**src/rtl/tnn_pkg.sv**
```systemverilog
// tnn_pkg: shared state type and helpers for the temporal neural column.
// A time code is a TBITS value with a no-spike flag at bit TBITS.
package tnn_pkg;

   typedef enum logic [1:0] {
      IDLE,
      RUN,
      STDP,
      DONE
   } state_t;

   localparam int TC_W = 16;

   function automatic logic no_spike(
      input logic [TC_W-1:0] tc,
      input int tbits
   );
      logic [TC_W-1:0] s;
      s = tc >> tbits;
      return s[0];
   endfunction

   function automatic logic [TC_W-1:0] tval(
      input logic [TC_W-1:0] tc,
      input int tbits
   );
      return tc & ((TC_W'(1) << tbits) - TC_W'(1));
   endfunction

   function automatic int sat_add(
      input int w,
      input int mu,
      input int wmax
   );
      return (w + mu > wmax) ? wmax : w + mu;
   endfunction

   function automatic int sat_sub(
      input int w,
      input int mu
   );
      return (w - mu < 0) ? 0 : w - mu;
   endfunction

endpackage

```
**src/rtl/tnn_column_if.sv**
```systemverilog
// tnn_column_if: volley input and winner output handshakes of a column.
// master drives volleys and consumes results; slave is the column.
interface tnn_column_if #(
   parameter int NUM_INPUTS  = 16,
   parameter int NUM_NEURONS = 8,
   parameter int TBITS       = 3
);
   localparam int WIDX = $clog2(NUM_NEURONS) + 1;

   logic                           training;
   logic                           in_valid;
   logic                           in_ready;
   logic [NUM_INPUTS-1:0][TBITS:0] in_times;
   logic                           out_valid;
   logic                           out_ready;
   logic [TBITS:0]                 out_time;
   logic [WIDX-1:0]                out_winner;

   modport master (
      output training,
      output in_valid,
      output in_times,
      output out_ready,
      input  in_ready,
      input  out_valid,
      input  out_time,
      input  out_winner
   );

   modport slave (
      input  training,
      input  in_valid,
      input  in_times,
      input  out_ready,
      output in_ready,
      output out_valid,
      output out_time,
      output out_winner
   );

endinterface

```
**src/rtl/tnn_neuron.sv**
```systemverilog
// tnn_neuron: integrate-and-fire neuron over an active-input mask.
// fire_now pulses on the step the potential first reaches threshold.
module tnn_neuron #(
   parameter int NUM_INPUTS = 16,
   parameter int WBITS      = 3,
   parameter int PBITS      = 10,
   parameter int THRESH     = 8
) (
   input  logic                             clk,
   input  logic                             rst,
   input  logic                             clear,
   input  logic                             step,
   input  logic [NUM_INPUTS-1:0]            active,
   input  logic [NUM_INPUTS-1:0][WBITS-1:0] w,
   output logic                             fired,
   output logic                             fire_now
);

   logic [PBITS-1:0] pot_q;
   logic [PBITS-1:0] sum;
   logic [PBITS-1:0] pot_d;
   logic             fired_q;

   always_comb begin
      sum = '0;
      for (int i = 0; i < NUM_INPUTS; i++) begin
         if (active[i]) begin
            sum = sum + PBITS'(w[i]);
         end
      end
   end

   assign pot_d    = pot_q + sum;
   assign fire_now = step && !fired_q &&
                     (pot_d >= PBITS'(THRESH));
   assign fired    = fired_q;

   always_ff @(posedge clk or posedge rst) begin
      if (rst) begin
         pot_q   <= '0;
         fired_q <= 1'b0;
      end else if (clear) begin
         pot_q   <= '0;
         fired_q <= 1'b0;
      end else if (step) begin
         pot_q <= pot_d;
         if (fire_now) begin
            fired_q <= 1'b1;
         end
      end
   end

endmodule

```
**src/rtl/tnn_column.sv**
```systemverilog
// tnn_column: column of integrate-and-fire neurons with 1-WTA
// inhibition and saturating STDP applied one neuron per cycle.
import tnn_pkg::*;

module tnn_column #(
   parameter int NUM_INPUTS  = 16,
   parameter int NUM_NEURONS = 8,
   parameter int WBITS       = 3,
   parameter int TBITS       = 3,
   parameter int THRESH      = 8,
   parameter int WINIT       = 1,
   parameter int MU_CAPTURE  = 2,
   parameter int MU_BACKOFF  = 1,
   parameter int MU_SEARCH   = 1
) (
   input logic         clk,
   input logic         rst,
   tnn_column_if.slave bus
);

   localparam int WMAX  = 2**WBITS - 1;
   localparam int T     = 2**TBITS;
   localparam int WIDX  = $clog2(NUM_NEURONS) + 1;
   localparam int IBITS = (NUM_NEURONS > 1) ?
                          $clog2(NUM_NEURONS) : 1;
   localparam int PBITS = WBITS + $clog2(NUM_INPUTS) + TBITS;

   typedef logic [NUM_INPUTS-1:0][WBITS-1:0] row_t;
   typedef logic [NUM_INPUTS-1:0][TBITS:0]   times_t;

   state_t                 state_q;
   state_t                 state_d;
   logic [TBITS-1:0]       t_q;
   logic [IBITS-1:0]       idx_q;
   times_t                 times_q;
   logic                   train_q;
   logic                   has_win_q;
   logic [WIDX-1:0]        win_q;
   logic [TBITS-1:0]       wtime_q;
   logic                   out_valid_q;
   logic [TBITS:0]         out_time_q;
   logic [WIDX-1:0]        out_winner_q;
   row_t [NUM_NEURONS-1:0] w_q;

   logic                   accept;
   logic                   step;
   logic                   t_last;
   logic                   idx_last;
   logic                   is_win;
   logic [NUM_INPUTS-1:0]  spiked;
   logic [NUM_INPUTS-1:0]  early;
   logic [NUM_INPUTS-1:0]  active;
   logic [NUM_NEURONS-1:0] fired;
   logic [NUM_NEURONS-1:0] fire_now;
   logic [WIDX-1:0]        first;
   row_t                   row_d;
   int                     wi;

   assign accept   = (state_q == IDLE) && bus.in_valid;
   assign step     = (state_q == RUN);
   assign t_last   = (t_q == TBITS'(T - 1));
   assign idx_last = (idx_q == IBITS'(NUM_NEURONS - 1));

   assign bus.in_ready   = (state_q == IDLE);
   assign bus.out_valid  = out_valid_q;
   assign bus.out_time   = out_time_q;
   assign bus.out_winner = out_winner_q;

   always_comb begin
      spiked = '0;
      early  = '0;
      active = '0;
      for (int i = 0; i < NUM_INPUTS; i++) begin
         spiked[i] = !no_spike(TC_W'(times_q[i]), TBITS);
         early[i]  = tval(TC_W'(times_q[i]), TBITS) <=
                     TC_W'(wtime_q);
         active[i] = step && spiked[i] &&
                     (tval(TC_W'(times_q[i]), TBITS) <=
                      TC_W'(t_q));
      end
   end

   for (genvar j = 0; j < NUM_NEURONS; j++) begin : g_neuron
      tnn_neuron #(
         .NUM_INPUTS (NUM_INPUTS),
         .WBITS      (WBITS),
         .PBITS      (PBITS),
         .THRESH     (THRESH)
      ) u_neuron (
         .clk      (clk),
         .rst      (rst),
         .clear    (accept),
         .step     (step),
         .active   (active),
         .w        (w_q[j]),
         .fired    (fired[j]),
         .fire_now (fire_now[j])
      );
   end

   // Lowest index wins ties within a step.
   always_comb begin
      first = '1;
      for (int j = NUM_NEURONS - 1; j >= 0; j--) begin
         if (fire_now[j]) begin
            first = WIDX'(j);
         end
      end
   end

   always_comb begin
      row_d  = w_q[idx_q];
      wi     = 0;
      is_win = has_win_q && (win_q == WIDX'(idx_q));
      for (int i = 0; i < NUM_INPUTS; i++) begin
         wi = int'(w_q[idx_q][i]);
         if (is_win) begin
            if (spiked[i] && early[i]) begin
               row_d[i] = WBITS'(sat_add(wi, MU_CAPTURE, WMAX));
            end else begin
               row_d[i] = WBITS'(sat_sub(wi, MU_BACKOFF));
            end
         end else if (fired[idx_q]) begin
            if (spiked[i]) begin
               row_d[i] = WBITS'(sat_sub(wi, MU_BACKOFF));
            end
         end else if (spiked[i]) begin
            row_d[i] = WBITS'(sat_add(wi, MU_SEARCH, WMAX));
         end
      end
   end

   always_comb begin
      state_d = state_q;
      unique case (state_q)
         IDLE: if (accept) state_d = RUN;
         RUN: begin
            if (t_last) state_d = train_q ? STDP : DONE;
         end
         STDP: if (idx_last) state_d = DONE;
         DONE: begin
            if (out_valid_q && bus.out_ready) state_d = IDLE;
         end
         default: state_d = IDLE;
      endcase
   end

   always_ff @(posedge clk or posedge rst) begin
      if (rst) begin
         state_q <= IDLE;
      end else begin
         state_q <= state_d;
      end
   end

   always_ff @(posedge clk or posedge rst) begin
      if (rst) begin
         t_q          <= '0;
         idx_q        <= '0;
         times_q      <= '1;
         train_q      <= 1'b0;
         has_win_q    <= 1'b0;
         win_q        <= '1;
         wtime_q      <= '0;
         out_valid_q  <= 1'b0;
         out_time_q   <= '1;
         out_winner_q <= '1;
         w_q <= {(NUM_NEURONS * NUM_INPUTS){WBITS'(WINIT)}};
      end else begin
         unique case (state_q)
            IDLE: begin
               if (accept) begin
                  times_q   <= bus.in_times;
                  train_q   <= bus.training;
                  t_q       <= '0;
                  idx_q     <= '0;
                  has_win_q <= 1'b0;
                  win_q     <= '1;
                  wtime_q   <= '0;
               end
            end
            RUN: begin
               if (!t_last) t_q <= t_q + TBITS'(1);
               if (!has_win_q && (|fire_now)) begin
                  has_win_q <= 1'b1;
                  win_q     <= first;
                  wtime_q   <= t_q;
               end
            end
            STDP: begin
               w_q[idx_q] <= row_d;
               if (!idx_last) idx_q <= idx_q + IBITS'(1);
            end
            DONE: begin
               if (!out_valid_q) begin
                  out_valid_q  <= 1'b1;
                  out_winner_q <= win_q;
                  out_time_q   <= has_win_q ?
                                  {1'b0, wtime_q} : '1;
               end else if (bus.out_ready) begin
                  out_valid_q <= 1'b0;
               end
            end
            default: ;
         endcase
      end
   end

endmodule

```
**src/flat_wrapper.sv**
```systemverilog
// flat-port wrapper written by rule: the top's interface ports become plain ports
module tnn_column_flat 
#(
   parameter int NUM_INPUTS  = 16,
   parameter int NUM_NEURONS = 8,
   parameter int WBITS       = 3,
   parameter int TBITS       = 3,
   parameter int THRESH      = 8,
   parameter int WINIT       = 1,
   parameter int MU_CAPTURE  = 2,
   parameter int MU_BACKOFF  = 1,
   parameter int MU_SEARCH   = 1
)
  (clk, rst, bus_training, bus_in_valid, bus_in_times, bus_out_ready, bus_in_ready, bus_out_valid, bus_out_time, bus_out_winner);
  tnn_column_if #(.NUM_INPUTS(NUM_INPUTS), .NUM_NEURONS(NUM_NEURONS), .TBITS(TBITS)) bus_i ();
  input logic clk;
  input logic rst;
  input wire logic [$bits(bus_i.training)-1:0] bus_training;
  input wire logic [$bits(bus_i.in_valid)-1:0] bus_in_valid;
  input wire logic [$bits(bus_i.in_times)-1:0] bus_in_times;
  input wire logic [$bits(bus_i.out_ready)-1:0] bus_out_ready;
  output wire logic [$bits(bus_i.in_ready)-1:0] bus_in_ready;
  output wire logic [$bits(bus_i.out_valid)-1:0] bus_out_valid;
  output wire logic [$bits(bus_i.out_time)-1:0] bus_out_time;
  output wire logic [$bits(bus_i.out_winner)-1:0] bus_out_winner;
  assign bus_i.training = bus_training;
  assign bus_i.in_valid = bus_in_valid;
  assign bus_i.in_times = bus_in_times;
  assign bus_i.out_ready = bus_out_ready;
  assign bus_in_ready = bus_i.in_ready;
  assign bus_out_valid = bus_i.out_valid;
  assign bus_out_time = bus_i.out_time;
  assign bus_out_winner = bus_i.out_winner;
  tnn_column #(.NUM_INPUTS(NUM_INPUTS), .NUM_NEURONS(NUM_NEURONS), .WBITS(WBITS), .TBITS(TBITS), .THRESH(THRESH), .WINIT(WINIT), .MU_CAPTURE(MU_CAPTURE), .MU_BACKOFF(MU_BACKOFF), .MU_SEARCH(MU_SEARCH)) u_core (.clk(clk), .rst(rst), .bus(bus_i));
endmodule
```
**config.mk**
```make
export PLATFORM = sky130hd
export DESIGN_NAME = tnn_column_flat
export DESIGN_NICKNAME = d
export VERILOG_FILES = /design/src/rtl/tnn_pkg.sv /design/src/rtl/tnn_column_if.sv /design/src/rtl/tnn_neuron.sv /design/src/rtl/tnn_column.sv /design/src/flat_wrapper.sv
export SDC_FILE = /design/constraint.sdc
export NUM_CORES = 2
export LEC_CHECK = 0
export ABC_AREA = 0
export CAP_MARGIN = 40
export CORE_UTILIZATION = 55
export CTS_CLUSTER_SIZE = 20
export DETAILED_ROUTE_END_ITERATION = 6
export GPL_ROUTABILITY_DRIVEN = 1
export GPL_TIMING_DRIVEN = 0
export PLACE_DENSITY_LB_ADDON = 0.12
export SLEW_MARGIN = 0
export SYNTH_ARGS = -nofsm -noshare
export SYNTH_HDL_FRONTEND = slang
export SYNTH_SLANG_ARGS = --single-unit
export TNS_END_PERCENT = 50
```
**constraint.sdc**
```tcl
create_clock -name clk -period 59.6 [get_ports clk]
set_input_delay 11.92 -clock clk [delete_from_list [all_inputs] [get_ports clk]]
set_output_delay 11.92 -clock clk [all_outputs]
set_load 0.05 [all_outputs]
```
Yosys cells after proc, flatten, opt, wreduce, memory -nomap -nowiden --
Index checks and enable logic that the tools add are counted.
Cells by class: $add $sub $neg 178, order comparisons 90, equality and inequality tests 13, mux-type cells 333, bitwise gates (word level) 1, reduce and logical (&&, ||, !) cells 121
Operators with widths (count):
- two-way mux 10 bit | 136
- adder 10 x 3 -> 10 bit | 120
- two-way mux 3 bit | 140
- bitwise mux 384 bit | 1
- binary-select mux 48 bit (select 3 bit) | 1
- demux 48 bit (select 3 bit) | 1
- > comparator 4 x 3 -> 1 bit, second input constant | 32
- <= comparator 3 bit | 32
- two-way mux 48 bit | 2
- adder 10 bit | 8
- greater-or-equal comparator 10 x 4 -> 1 bit, second input constant | 8
- logical AND 1 bit | 69
- adder 3 x 1 -> 4 bit, second input constant | 16
- adder 3 x 2 -> 4 bit, second input constant | 16
- < comparator 4 x 1 -> 1 bit, second input constant | 16
- subtractor 3 x 1 -> 4 bit, second input constant | 16
- two-way mux 4 bit | 11
- two-way mux 1 bit | 30
- zero test 1 bit | 25
- nonzero test 2 bit | 11
- AND reduction 2 bit | 10
- case mux 3 bit (2 select lines) | 3
- != test 2 x 1 -> 1 bit, second input constant | 5
- AND reduction 3 bit | 3
- 17 further kinds | 24
Storage, ports and cells: register bits 562, input bits 69, output and inout bits 10, word-level logic and storage cells 906

Depth between registers and ports, before layout --
depth in word-level cells 47, depth in mapped cells 83, depth with buffers taken out 81

By module --
Synthesis repeated with hierarchy kept, for this count alone.
Second synthesis, totals: cell total of the unflattened synthesis 7824, area total of the unflattened synthesis 66741.5 µm²
By module, submodules not included:
- tnn_column | instances 1, cells an instance 2945, area an instance 28102.0 µm², seq. area each 12116.6 µm²
- tnn_neuron (u_core.g_neuron[0].u_neuron ...) | instances 5, cells an instance 616, area an instance 4844.6 µm², seq. area each 275.3 µm²
- tnn_neuron (u_core.g_neuron[4].u_neuron) | instances 1, cells an instance 609, area an instance 4872.2 µm², seq. area each 275.3 µm²
- tnn_neuron (u_core.g_neuron[7].u_neuron) | instances 1, cells an instance 607, area an instance 4808.4 µm², seq. area each 275.3 µm²
- tnn_neuron (u_core.g_neuron[3].u_neuron) | instances 1, cells an instance 583, area an instance 4735.8 µm², seq. area each 275.3 µm²

Worst setup path after synthesis --
No wires, ideal clock.
path kind register -> register, start point register u_core.t_q[1], end point register u_core.wtime_q[0], library setup time 0.128 ns, arrival 16.878 ns, data required time 59.472 ns, setup slack 42.595 ns, cell stages (with the launch flop) 73, path buffers 3, clock period less this slack 17.005 ns, path through dfrtp_1 inv_1 ha_1 nor2b_1 o21ai_0 a32oi_1 nor3_1 clkbuf_1 clkbuf_1 clkbuf_1 and2_1 fa_1 and2_1 a31o_2 inv_1 fa_1 a21oi_1 inv_1 (+37 left out) fa_1 inv_1 a21oi_1 or3_1 or3_1 xnor2_1 ha_1 xnor2_1 or4_1 nor3_1 nand2_1 nor3_1 mux2_2 nor3_1 a31o_2 or4_4 nand2_4 mux2_1
Between the ends: cells in the longest elaborated chain, start to end 40, elaborated cells on any way between the ends 308, classes of those cells add/sub (128); order compare (24); eq/ne (1); mux (128); reduce/logical (27)
RTL lines:
- start: declaration | RTL line tnn_column.sv:33 | logic [TBITS-1:0] t_q;
- start signal: assignment | RTL line tnn_column.sv:183 | if (!t_last) t_q <= t_q + TBITS'(1);
- <= comparator 3 bit | RTL line tnn_column.sv:78 | (tval(TC_W'(times_q[i]), TBITS) <=
- logical AND 1 bit | RTL line tnn_column.sv:77 | active[i] = step && spiked[i] &&
- two-way mux 3 bit | RTL line tnn_neuron.sv:27 | if (active[i]) begin
- adder 10 x 3 -> 10 bit | RTL line tnn_neuron.sv:28 | sum = sum + PBITS'(w[i]);
- two-way mux 10 bit | RTL line tnn_neuron.sv:27
- adder 10 x 3 -> 10 bit | RTL line tnn_neuron.sv:28
- two-way mux 10 bit | RTL line tnn_neuron.sv:27
- adder 10 x 3 -> 10 bit | RTL line tnn_neuron.sv:28
- (+24 left out)
- two-way mux 10 bit | RTL line tnn_neuron.sv:27
- adder 10 bit | RTL line tnn_neuron.sv:33 | assign pot_d = pot_q + sum;
- greater-or-equal comparator 10 x 4 -> 1 bit | RTL line tnn_neuron.sv:35 | (pot_d >= PBITS'(THRESH));
- logical AND 1 bit | RTL line tnn_neuron.sv:34 | assign fire_now = step && !fired_q &&
- OR reduction 8 bit * | RTL line tnn_column.sv:184 | if (!has_win_q && (|fire_now)) begin
- logical AND 1 bit * | RTL line tnn_column.sv:184
- != test 2 x 1 -> 1 bit (no line) *
- AND reduction 3 bit (no line) *
- end signal: assignment | RTL line tnn_column.sv:187 | wtime_q <= t_q;
- end: declaration | RTL line tnn_column.sv:39 | logic [TBITS-1:0] wtime_q;
Mark *: on every way between the ends. The rest lies on a longest branch, timed or not. A chain may end at the register's enable or synchronous reset.

Worst setup path after layout --
Ends and elaborated chain as after synthesis.

==> qor_table.md <==
| Metric | This run | Unit |
|:---|:---|:---|
| Outcome | finished with violations | - |
| Violated checks | DRC | - |
| Number of setup violations in the final report | 0 | - |
| Data required time of the worst path | 60.19 | ns |
| Number of synthesized register bits | 562 | - |
| Worst setup slack for register-to-register paths | 37.29 | ns |
| Post-synthesis net count | 8618 | - |
| Max Cap Violations | 0 | - |
| Total number of vias | 65170 | - |
| Number of instances in the synthesized netlist | 7853 | - |
| Global routing met1 resource utilization | 58.51 | % |
| Post-CTS resize count | 0 | - |
| GPL Wtd Cong | 1.063 | - |
| CTS clk-pin slew, worst paths | 0.06 | ns |
| Fraction of the cycle the final worst path needs | 37.43 | % |
| Fin. max-slew vios | 0 | - |
| Worst relative slew slack | 22.98 | % |
| Most common cell in the synthesized netlist | a21oi_1 | - |
| Cell seen most often among critical-path stages | fa_1 | - |
| Level count of the clock H-tree | 3 | - |
| Clock buffer depth | 3 | - |
| PortBufs | 78 | - |
| Worst EP arrival | 22.89 | ns |
| HPWL after detailed placement | 227.9 | mm |
| Placement row count | 125 | - |
| CTS tree | built | - |
| Number of enable flip-flop cells after synthesis | 0 | - |
| DRT iter0 DRCs | 8434 | - |
| Count of nets left with antenna violations after detail routing | 0 | - |
| Async S/R FF share, synth | 100.0 | % |
| Via/cell ratio | 6.652 | - |
| Initial standard-cell utilization of the core | 55.41 | % |
| Initial DRT Pass Iterations | 7 | - |
| Most frequent cells after synthesis | a21oi_1, nor2_1, nand2_1 | - |
| Grt met2 use | 68.60 | % |
| Slowest stage cell, crit path | nor3_1 | - |
| Fraction of synthesized cell area taken by the top area cell type | 13.91 | % |
| Worst-Margin Slew | 1.153 | ns |
| I/O pin count | 79 | - |
| M3 GR Usage | 12.68 | % |
| Type of the worst min-delay path | reg2reg | - |
| Number of distinct standard cells referenced by the synthesized netlist | 123 | - |
| DRC viols | 1 | - |
| Cell taking the most area after synthesis | dfrtp_1 | - |
| Area enclosed by the die boundary | 118500 | um2 |
| Clock insertion delay at the later pin of the skew report | 0.71 | ns |
| Buffer count from post-CTS setup fixing | 0 | - |
| Layout Nets | 8973 | - |
| Die height | 344.2 | um |
| Final routed wirelength across all metal layers | 282.0 | mm |
| Overflow left after global routing | 0 | - |
| Core ar. | 116200 | um2 |
| Share of the yosys chip area belonging to registers | 22.24 | % |
| Master cell of the clock root buffer | clkbuf_16 | - |
| Mean Syn Cell Area | 8.200 | um2 |
| Fraction of layout cells with a size suffix above 1 | 11.79 | % |
| Highest cell delay on the worst timing path | 0.70 | ns |
| Minimum clock period after layout | 22.31 | ns |
| Synthesis-to-finish area growth | 11.31 | % |
| First-pass GRT wire length | 404.7 | mm |
| Final Hold Violating Endpoints | 0 | - |
| Fill cell instance count of the final layout | 10320 | - |
| YS warnings | 0 | - |
| Setup repair after global routing missed its margin | no | - |
| Fmax | 0.04483 | GHz |
| Number of buffers added by the clock tree synthesis step | 72 | - |
| Wirelength per Cell | 28.78 | um |
| Clock skew | 0.04140 | ns |
| Register area | 14320 | um2 |
| Max Fanout on Critical Path | 17 | - |
| Horizontal extent of the die | 344.2 | um |
| Launching element type of the critical path | flip-flop | - |
| Kind of critical path | reg2reg | - |
| Number of clock sinks | 562 | - |
| Number of global-route vias before repair | 60270 | - |
| Total Negative Setup Slacks | 0 | ns |
| Pin count of the biggest net entering global routing | 122 | - |
| Area used by multi-input combinational logic | 46870 | um2 |
| Top flip-flop cell by instance count after synthesis | dfrtp_1 | - |
| Number of buffers inserted for hold repair after clock tree synthesis | 0 | - |
| Main area contributors after synthesis | dfrtp_1, ha_1, dfstp_2 | - |
| Synth Cell Area | 64390 | um2 |
| Antenna violations before repair | 11 | - |
| Most heavily used metal layer in global routing | met2 | - |
| Critical path endpoint category | flip-flop | - |
| Overall global routing resource usage | 47.04 | % |
## layout by cell type (no fill, tap or decap), types with 45 or more instances in the layout
master	synthesis	layout
buf_4	3	91
fa_1	128	128
mux2_2	238	238
mux4_2	62	62
nor2b_1	180	180
a31oi_1	47	47
nand2_1	663	663
dfstp_2	204	204
a21oi_1	797	797
o21a_1	49	49
nand3_1	151	151
inv_1	539	538
xnor2_1	348	348
a211oi_1	80	77
xor2_1	129	128
o21ai_0	545	542
buf_8	0	45
and2_1	63	63
clkbuf_1	268	286
dfrtp_1	358	358
clkbuf_16	0	72
nand2b_1	72	72
nor4_1	61	60
nor2_1	774	774
a22oi_1	67	67
clkdlybuf4s50_1	0	78
ha_1	568	568
o211ai_1	53	53
a21o_1	147	147
mux2i_1	297	297
or3_1	53	53
nor3_1	164	163
o21ai_1	52	54
## path summary, 6_finish.rpt
path | start | cells past startpoint | to
hold reg to reg | u_core.times_q[6] | 2 | u_core.times_q[6]
hold / removal | u_core.times_q[6] | 2 | u_core.times_q[6]
setup / recovery | u_core.t_q[1] | 76 | u_core.wtime_q[0]
setup reg to reg | u_core.t_q[1] | 76 | u_core.wtime_q[0]
min in group asynchronous | rst | 2 | u_core.bus.out_time[1]
max in group asynchronous | rst | 6 | u_core.w_q[109]
## layout make-up
cell class / instances / area share [%]
multi-input cells: 6434 / 65.39
flip-flops and latches: 562 / 19.98
repair buffers: 281 / 4.034
clock buffers: 108 / 2.926
inverters: 540 / 2.838
well taps: 1524 / 2.660
plain buffers: 317 / 1.712
clock inverters: 25 / 0.4382
diodes: 6 / 0.02095
## flip-flops by register name, indices dropped and copies added (netlist names), 2 cells and up
name                            flops
u_core.times_q                     64
u_core.idx_q                        3
u_core.bus.out_time                 4
u_core.g_neuron.u_neuron.fired      8
u_core.state_q                      2
u_core.w_q                        384
u_core.wtime_q                      3
u_core.bus.out_winner               4
u_core.win_q                        4
u_core.g_neuron.u_neuron.pot_q     80
u_core.t_q                          3
## per-layer routing
layer	part of all wire [%]	vias to the layer above
met5	0.015	-
met4	9.9	6
met3	11	1042
met2	41	4029
met1	38	31340
li1	-	28750
## stage by stage
step | area, um2 | setup slack, ns | std cells | utilization, % | hold WS (ns)
2_1_floorplan | 64390 | 32.30 | 7853 | - | 0.4462
3_3_place_gp | 67080 | 24.75 | 9455 | 57.73 | 0.4644
3_5_place_dp | 69150 | 37.98 | 9646 | 59.51 | 0.4661
4_1_cts | 71560 | 37.91 | 9779 | 61.58 | 0.4752
5_1_grt | 71660 | 36.48 | 9791 | 61.67 | 0.4887
6_report | 71680 | 37.29 | 9797 | 61.68 | 0.4791
## kinds of logic after synthesis
| kind of cell | synth area share, % |
|---|---|
| AOI/OAI and AO/OA | 21.14 |
| xor gates and xnor gates | 8.035 |
| adders and majority gates | 15.19 |
| buffers and inverters | 5.046 |
| DFF | 22.24 |
| muxes | 11.01 |
| and+or+nand+nor | 17.35 |
## worst max-delay path, delay by kind of cell, from the launching register on
kind | cells | cell delay, ns
DFF | 1 | 0.41
muxes | 9 | 3.09
xor gates and xnor gates | 2 | 0.32
AOI/OAI and AO/OA | 15 | 4.19
and+or+nand+nor | 20 | 4.04
adders and majority gates | 16 | 7.11
buffers and inverters | 14 | 2.95
Power is not shown: default switching activity piles up to over one toggle a cycle in this logic, so the estimate is an artifact.
